===== src/rtl/game_pkg.sv =====
// Shared types and constants for the game sequencing blocks.
package game_pkg;

    localparam int         NUM_PLAYERS_MAX   = 4;
    localparam int         STATUS_FINISH_BIT = 3;
    localparam logic [3:0] STATUS_NEUTRAL    = 4'b1000;

    typedef logic [1:0] player_idx_t;

    typedef enum logic [1:0] {
        ST_IDLE = 2'd0,
        ST_RUN  = 2'd1,
        ST_DONE = 2'd2
    } state_t;

    // A code with the finish bit set counts as finished, except the neutral code.
    function automatic logic is_finished(input logic [3:0] code);
        return code[STATUS_FINISH_BIT] && (code != STATUS_NEUTRAL);
    endfunction

endpackage


===== src/rtl/next_player_picker.sv =====
// Rotating-priority search: first set bit of mask at or after base, wrapping within N players.
module next_player_picker
    import game_pkg::*;
#(
    parameter int N = 4
) (
    input  logic [NUM_PLAYERS_MAX-1:0] mask,
    input  player_idx_t                base,
    output logic                       found,
    output player_idx_t                idx
);

    logic [2:0] pos;

    always_comb begin
        found = 1'b0;
        idx   = '0;
        pos   = '0;
        for (int k = 0; k < N; k++) begin
            pos = {1'b0, base} + 3'(k);
            if (pos >= 3'(N)) begin
                pos = pos - 3'(N);
            end
            if (!found && mask[pos[1:0]]) begin
                found = 1'b1;
                idx   = pos[1:0];
            end
        end
    end

endmodule


===== src/rtl/turn_scheduler.sv =====
// Round-robin turn slicing, finish detection and finish ordering for up to four players.
// Define TURN_SKIP_EN to make slice advances skip players that are no longer enabled.
module turn_scheduler
    import game_pkg::*;
#(
    parameter int NUM_PLAYERS  = 4,
    parameter int SLICE_CYCLES = 100,
    parameter int FINISH_LIMIT = 4
) (
    input  logic                     clk,
    input  logic                     rst,
    input  logic                     start,
    input  logic [4*NUM_PLAYERS-1:0] status_codes,
    output logic [1:0]               current_player,
    output logic                     slice_tick,
    output logic [NUM_PLAYERS-1:0]   enables,
    output logic                     win,
    output logic [1:0]               winner,
    output logic [7:0]               finish_order,
    output logic [2:0]               finish_count,
    output logic                     game_over
);

    localparam int                     CNT_W       = ($clog2(SLICE_CYCLES) > 1) ? $clog2(SLICE_CYCLES) : 1;
    localparam logic [CNT_W-1:0]       CNT_LAST    = CNT_W'(SLICE_CYCLES - 1);
    localparam logic [NUM_PLAYERS-1:0] EN_ALL      = '1;
    localparam player_idx_t            LAST_PLAYER = player_idx_t'(NUM_PLAYERS - 1);

    state_t                   state_q, state_d;
    logic [CNT_W-1:0]         cnt_q, cnt_d;
    player_idx_t              cur_q, cur_d;
    logic                     tick_q, tick_d;
    logic [NUM_PLAYERS-1:0]   en_q, en_d;
    logic                     win_q, win_d;
    player_idx_t              winner_q, winner_d;
    logic [7:0]               order_q, order_d;
    logic [2:0]               fcnt_q, fcnt_d;
    logic                     over_q, over_d;

    logic [NUM_PLAYERS_MAX-1:0] fin_mask;
    logic [NUM_PLAYERS_MAX-1:0] en_after;
    logic                       fin_found;
    player_idx_t                fin_idx;
    player_idx_t                base_next;
    player_idx_t                adv_player;

    always_comb begin
        fin_mask = '0;
        for (int i = 0; i < NUM_PLAYERS; i++) begin
            fin_mask[i] = en_q[i] && is_finished(status_codes[4*i +: 4]);
        end
    end

    next_player_picker #(.N(NUM_PLAYERS)) u_fin_pick (
        .mask  (fin_mask),
        .base  (2'd0),
        .found (fin_found),
        .idx   (fin_idx)
    );

    // Rotation must already see the player finishing on this edge as gone.
    always_comb begin
        en_after = NUM_PLAYERS_MAX'(en_q);
        if (fin_found) begin
            en_after[fin_idx] = 1'b0;
        end
    end

    assign base_next = (cur_q == LAST_PLAYER) ? 2'd0 : cur_q + 2'd1;

`ifdef TURN_SKIP_EN
    logic        adv_found;
    player_idx_t adv_idx;

    next_player_picker #(.N(NUM_PLAYERS)) u_adv_pick (
        .mask  (en_after),
        .base  (base_next),
        .found (adv_found),
        .idx   (adv_idx)
    );

    assign adv_player = adv_found ? adv_idx : cur_q;
`else
    assign adv_player = base_next;
`endif

    always_comb begin
        state_d  = state_q;
        cnt_d    = cnt_q;
        cur_d    = cur_q;
        tick_d   = 1'b0;
        en_d     = en_q;
        win_d    = 1'b0;
        winner_d = winner_q;
        order_d  = order_q;
        fcnt_d   = fcnt_q;
        over_d   = over_q;
        case (state_q)
            ST_IDLE, ST_DONE: begin
                if (start) begin
                    state_d  = ST_RUN;
                    en_d     = EN_ALL;
                    cnt_d    = '0;
                    cur_d    = '0;
                    order_d  = '0;
                    fcnt_d   = '0;
                    winner_d = '0;
                    over_d   = 1'b0;
                end
            end
            ST_RUN: begin
                if ((fcnt_q >= 3'(FINISH_LIMIT)) || (en_q == '0)) begin
                    state_d = ST_DONE;
                    over_d  = 1'b1;
                    en_d    = '0;
                end else begin
                    if (fin_found) begin
                        en_d                              = en_after[NUM_PLAYERS-1:0];
                        winner_d                          = fin_idx;
                        order_d[{fcnt_q[1:0], 1'b0} +: 2] = fin_idx;
                        fcnt_d                            = fcnt_q + 3'd1;
                        win_d                             = 1'b1;
                    end
                    if (cnt_q == CNT_LAST) begin
                        cnt_d  = '0;
                        tick_d = 1'b1;
                        cur_d  = adv_player;
                    end else begin
                        cnt_d = cnt_q + 1'b1;
                    end
                end
            end
            default: state_d = ST_IDLE;
        endcase
    end

    always_ff @(posedge clk or negedge rst) begin
        if (!rst) begin
            state_q  <= ST_IDLE;
            cnt_q    <= '0;
            cur_q    <= '0;
            tick_q   <= 1'b0;
            en_q     <= '0;
            win_q    <= 1'b0;
            winner_q <= '0;
            order_q  <= '0;
            fcnt_q   <= '0;
            over_q   <= 1'b0;
        end else begin
            state_q  <= state_d;
            cnt_q    <= cnt_d;
            cur_q    <= cur_d;
            tick_q   <= tick_d;
            en_q     <= en_d;
            win_q    <= win_d;
            winner_q <= winner_d;
            order_q  <= order_d;
            fcnt_q   <= fcnt_d;
            over_q   <= over_d;
        end
    end

    assign current_player = cur_q;
    assign slice_tick     = tick_q;
    assign enables        = en_q;
    assign win            = win_q;
    assign winner         = winner_q;
    assign finish_order   = order_q;
    assign finish_count   = fcnt_q;
    assign game_over      = over_q;

endmodule


===== config.mk =====
export PLATFORM = sky130hd
export DESIGN_NAME = turn_scheduler
export DESIGN_NICKNAME = d
export VERILOG_FILES = /design/src/rtl/game_pkg.sv /design/src/rtl/next_player_picker.sv /design/src/rtl/turn_scheduler.sv
export SDC_FILE = /design/constraint.sdc
export NUM_CORES = 1
export LEC_CHECK = 0
export CAP_MARGIN = 20
export CORE_UTILIZATION = 30
export DETAILED_ROUTE_END_ITERATION = 10
export GPL_TIMING_DRIVEN = 0
export PLACE_DENSITY = 0.59
export SKIP_LAST_GASP = 1
export SYNTH_ARGS = -nofsm -noshare
export SYNTH_HDL_FRONTEND = slang
export SYNTH_SLANG_ARGS = --single-unit

===== constraint.sdc =====
create_clock -name clk -period 5 [get_ports clk]
set_input_delay 1 -clock clk [delete_from_list [all_inputs] [get_ports clk]]
set_output_delay 1 -clock clk [all_outputs]
set_load 0.05 [all_outputs]

==> qor.yml, run 1 <==
final_layout:
  multiInputGateArea_um2: 978
  nets: 246
  ff_latch_area_um2: 776
  fill_cells: 591
  synthToLayoutAreaGrowth_pct: 32.3
  diodes: 0
  layout_commonest_cell: "clkdlybuf4s50_1"
  drive_above_1_share_pct: 9.91
  final_cell_mix: "clkdlybuf4s50_1, dfrtp_1, nand2_1, inv_1, nor2_1"
  final_area_um2: 2410
clock_tree:
  cts_hold_buf: 0
  numCtsBuffers: 5
  h-tree-depth: 2
  cts_buffer_depth: 2
  cts_num_sinks: 31
  cts_tree: "built"
  clk_latency_ps: 280
  cts-root-buf: "clkbuf_8"
  clkTransAtPathRegs_ps: 60
  post_cts_buffers: 0
  ctsResizeCount: 0
floorplan:
  core_um2: 5890
  num_rows: 28
  start_util_pct: 31.0
  ios: 41
  die-height_um: 79.9
  die_w_um: 79.9
  die_area_um2: 6390
worst_hold_path:
  worstHoldStart: "finish_order[3]"
  hold_path.class: "register to register"
  holdPathEnd: "finish_order[3]"
  min_path_cells: 1
worst_setup_path:
  crit_type: "input pin to register"
  crit_path_start_kind: "input pin"
  worstSetupEndpointType: "register"
  crit_required_ps: 5170
  rr_worst_depth: 5
  critPathMaxFanout: 10
  rrSetupSlack_ps: 3070
  cp.arrival_ps: 2860
  r2r-start: "finish_count[2]"
  r2r-end: "finish_order[2]"
synth:
  syn_nets: 199
  synth_ff_type: "dfrtp_1"
  yosysWarnings: 0
  synth_edf_count: 0
  ys_ff_latch: 31
  yosysSeqAreaShare_pct: 42.6
  netlist_area_um2: 1820
  syn_inst: 174
  async_flop_share_pct: 100
  synth_area_per_cell_um2: 10.5
  synth_cell_types: 48
sta:
  skew_ps: 3.97
  layout_min_cycle_time_ps: 2690
  tightest_slew_ps: 731
  tns_ps: 0
  setup_viol: 0
  period_share_pct: 53.8
  relSlewSlack_pct: 51.3
  fmax_mhz: 372
  finalHoldViolCount: 0
  fin_ws_ps: 2310
  grt_setup_unrepaired: "false"
  final_max_slew_viol_count: 0
global_routing:
  grt_pass1_vias: 1467
  grt_first_pass_wirelength_mm: 7.16
  antenna_found_initial: 0
  grt_start_max_net_pins: 32
  grt-ovfl-total: 0
  grt_use_total_pct: 15.0
placed_design:
  io_buffer_count: 40
  placed_area_um2: 2310
  post-place-ws_ps: 2030
  dpl.hpwl_mm: 3.07
  routabilityCongestion: 0.743
run_status:
  status: "finished clean"
flow_run:
  drv_cap: 0
detailed_routing:
  drt-total-wl_mm: 4.35
  drc: 0
  ant_nets: 0
  wl_per_cell_um: 14.6
  first_pass_iters: 4
  dr.first_iter.drc_count: 93
  vias: 1541
  avgViaCountPerCell: 5.19
pwr:
  max-vdd-ir-drop_mv: 0.244
  leakagePower_nw: 0.990
  powerDensity_nw_per_um2: 615
==> metrics by stage <==
step / instances / power (mW) / util (%) / hold WS, ps
finish: 297 / 1.48 / 41.0 / 490
global route: 297 / 1.59 / 41.0 / 506
CTS: 297 / 1.49 / 41.0 / 497
detailed placement: 289 / 1.27 / 39.3 / 480
global placement: 289 / 1.26 / 39.3 / 473
floorplan: 174 / 1.02 / - / 473
==> report_power, final <==
| group | switching, mW | internal (mW) |
|---|---|---|
| combinational | 0.535 | 0.313 |
| sequential | 0.0870 | 0.328 |
| clock | 0.0931 | 0.126 |
| total | 0.715 | 0.767 |
==> Yosys cell counts, drive strengths merged, types with 3 or more instances <==
master	count	area share, %
o311a	4	2.2
nand4	4	1.4
a21oi	5	1.4
o22ai	4	1.4
o21ai	7	1.9
nand2b	3	1.0
ha	6	4.1
mux2	7	4.3
a31o	3	1.4
a31oi	4	1.4
nand2	13	2.7
nor2	10	2.1
or3	3	1.0
dfrtp	31	43
mux2i	3	1.6
inv	12	2.5
o311ai	4	5.2
or2	3	1.0
nand3	6	1.6
buf	4	1.0
nor3	7	1.9
==> worst max path at each step <==
stage | from | to | depth (start not counted)
after global placement | status_codes[5] | finish_order[6] | 5
after floorplan | status_codes[13] | finish_order[6] | 4
final | status_codes[13] | finish_order[6] | 5
after CTS | status_codes[5] | finish_order[6] | 5
after detailed placement | status_codes[5] | finish_order[7] | 5
after global routing | status_codes[5] | finish_order[6] | 5
==> cell families after synthesis <==
group	after synthesis	share of synthesized area (%)
simple gates	60	18.4
flops	31	42.6
buf+inv	17	3.71
mux	10	5.98
fa+ha+maj	6	4.12
compound gates	50	25.2
==> per-layer routing <==
layer / GRT usage (%) / wire length (µm)
met1: 19.6 / 2110
met2: 23.1 / 1910
met3: 4.00 / 268
met4: 6.43 / 68
met5: 0 / 0
==> worst max-delay path, stage by stage <==
cell	delay, ps
clkdlybuf4s50_1	440
o311ai_2	480
a41oi_4	270
a31oi_1	320
mux2_1	350
==> cell type report <==
class | instances | area share (%)
Inverter | 12 | 1.87
Multi-Input combinational cell | 126 | 40.6
Timing Repair Buffer | 40 | 16.4
Clock buffer | 8 | 4.15
Tap cell | 75 | 3.89
Sequential cell | 31 | 32.2
Buffer | 5 | 0.934
==> state kept, by name (all words and copies together) (netlist names) <==
register / cells
current_player: 2
game_over: 1
cnt_q: 7
win: 1
state_q: 2
slice_tick: 1
finish_order: 8
winner: 2
finish_count: 3
enables: 4
No activity file was read; power rests on OpenSTA's default activity.
==> inputs of run 2 (changes only) <==
==> constraint.sdc (replaced) <==
create_clock -name clk -period 2.5 [get_ports clk]
set_input_delay 0.5 -clock clk [delete_from_list [all_inputs] [get_ports clk]]
set_output_delay 0.5 -clock clk [all_outputs]
set_load 0.05 [all_outputs]
==> results of run 2 <==
Same layout as run 1 (identical final DEF). Status: finished clean.
Main changes from that run: setup slack after placement 2030 ps -> 25.1 ps; setup slack after layout 2310 ps -> 311 ps; hold slack 490 ps -> 272 ps; register-to-register setup slack 3070 ps -> 570 ps; total power 1.48 mW -> 2.96 mW; worst IR drop on VDD 0.244 mV -> 0.489 mV
==> inputs of run 3 (changes only) <==
--- a/config.mk
+++ b/config.mk
@@ -10,7 +10,7 @@
 export DETAILED_ROUTE_END_ITERATION = 10
 export GPL_TIMING_DRIVEN = 0
 export PLACE_DENSITY = 0.59
-export SKIP_LAST_GASP = 1
 export SYNTH_ARGS = -nofsm -noshare
 export SYNTH_HDL_FRONTEND = slang
 export SYNTH_SLANG_ARGS = --single-unit
+export TNS_END_PERCENT = 1
==> results of run 3 <==
Same layout as run 1 (identical final DEF). Status: finished clean.
Main changes from that run: setup slack after placement 2030 ps -> 25.1 ps; setup slack after layout 2310 ps -> 311 ps; hold slack 490 ps -> 272 ps; register-to-register setup slack 3070 ps -> 570 ps; total power 1.48 mW -> 2.96 mW; worst IR drop on VDD 0.244 mV -> 0.489 mV
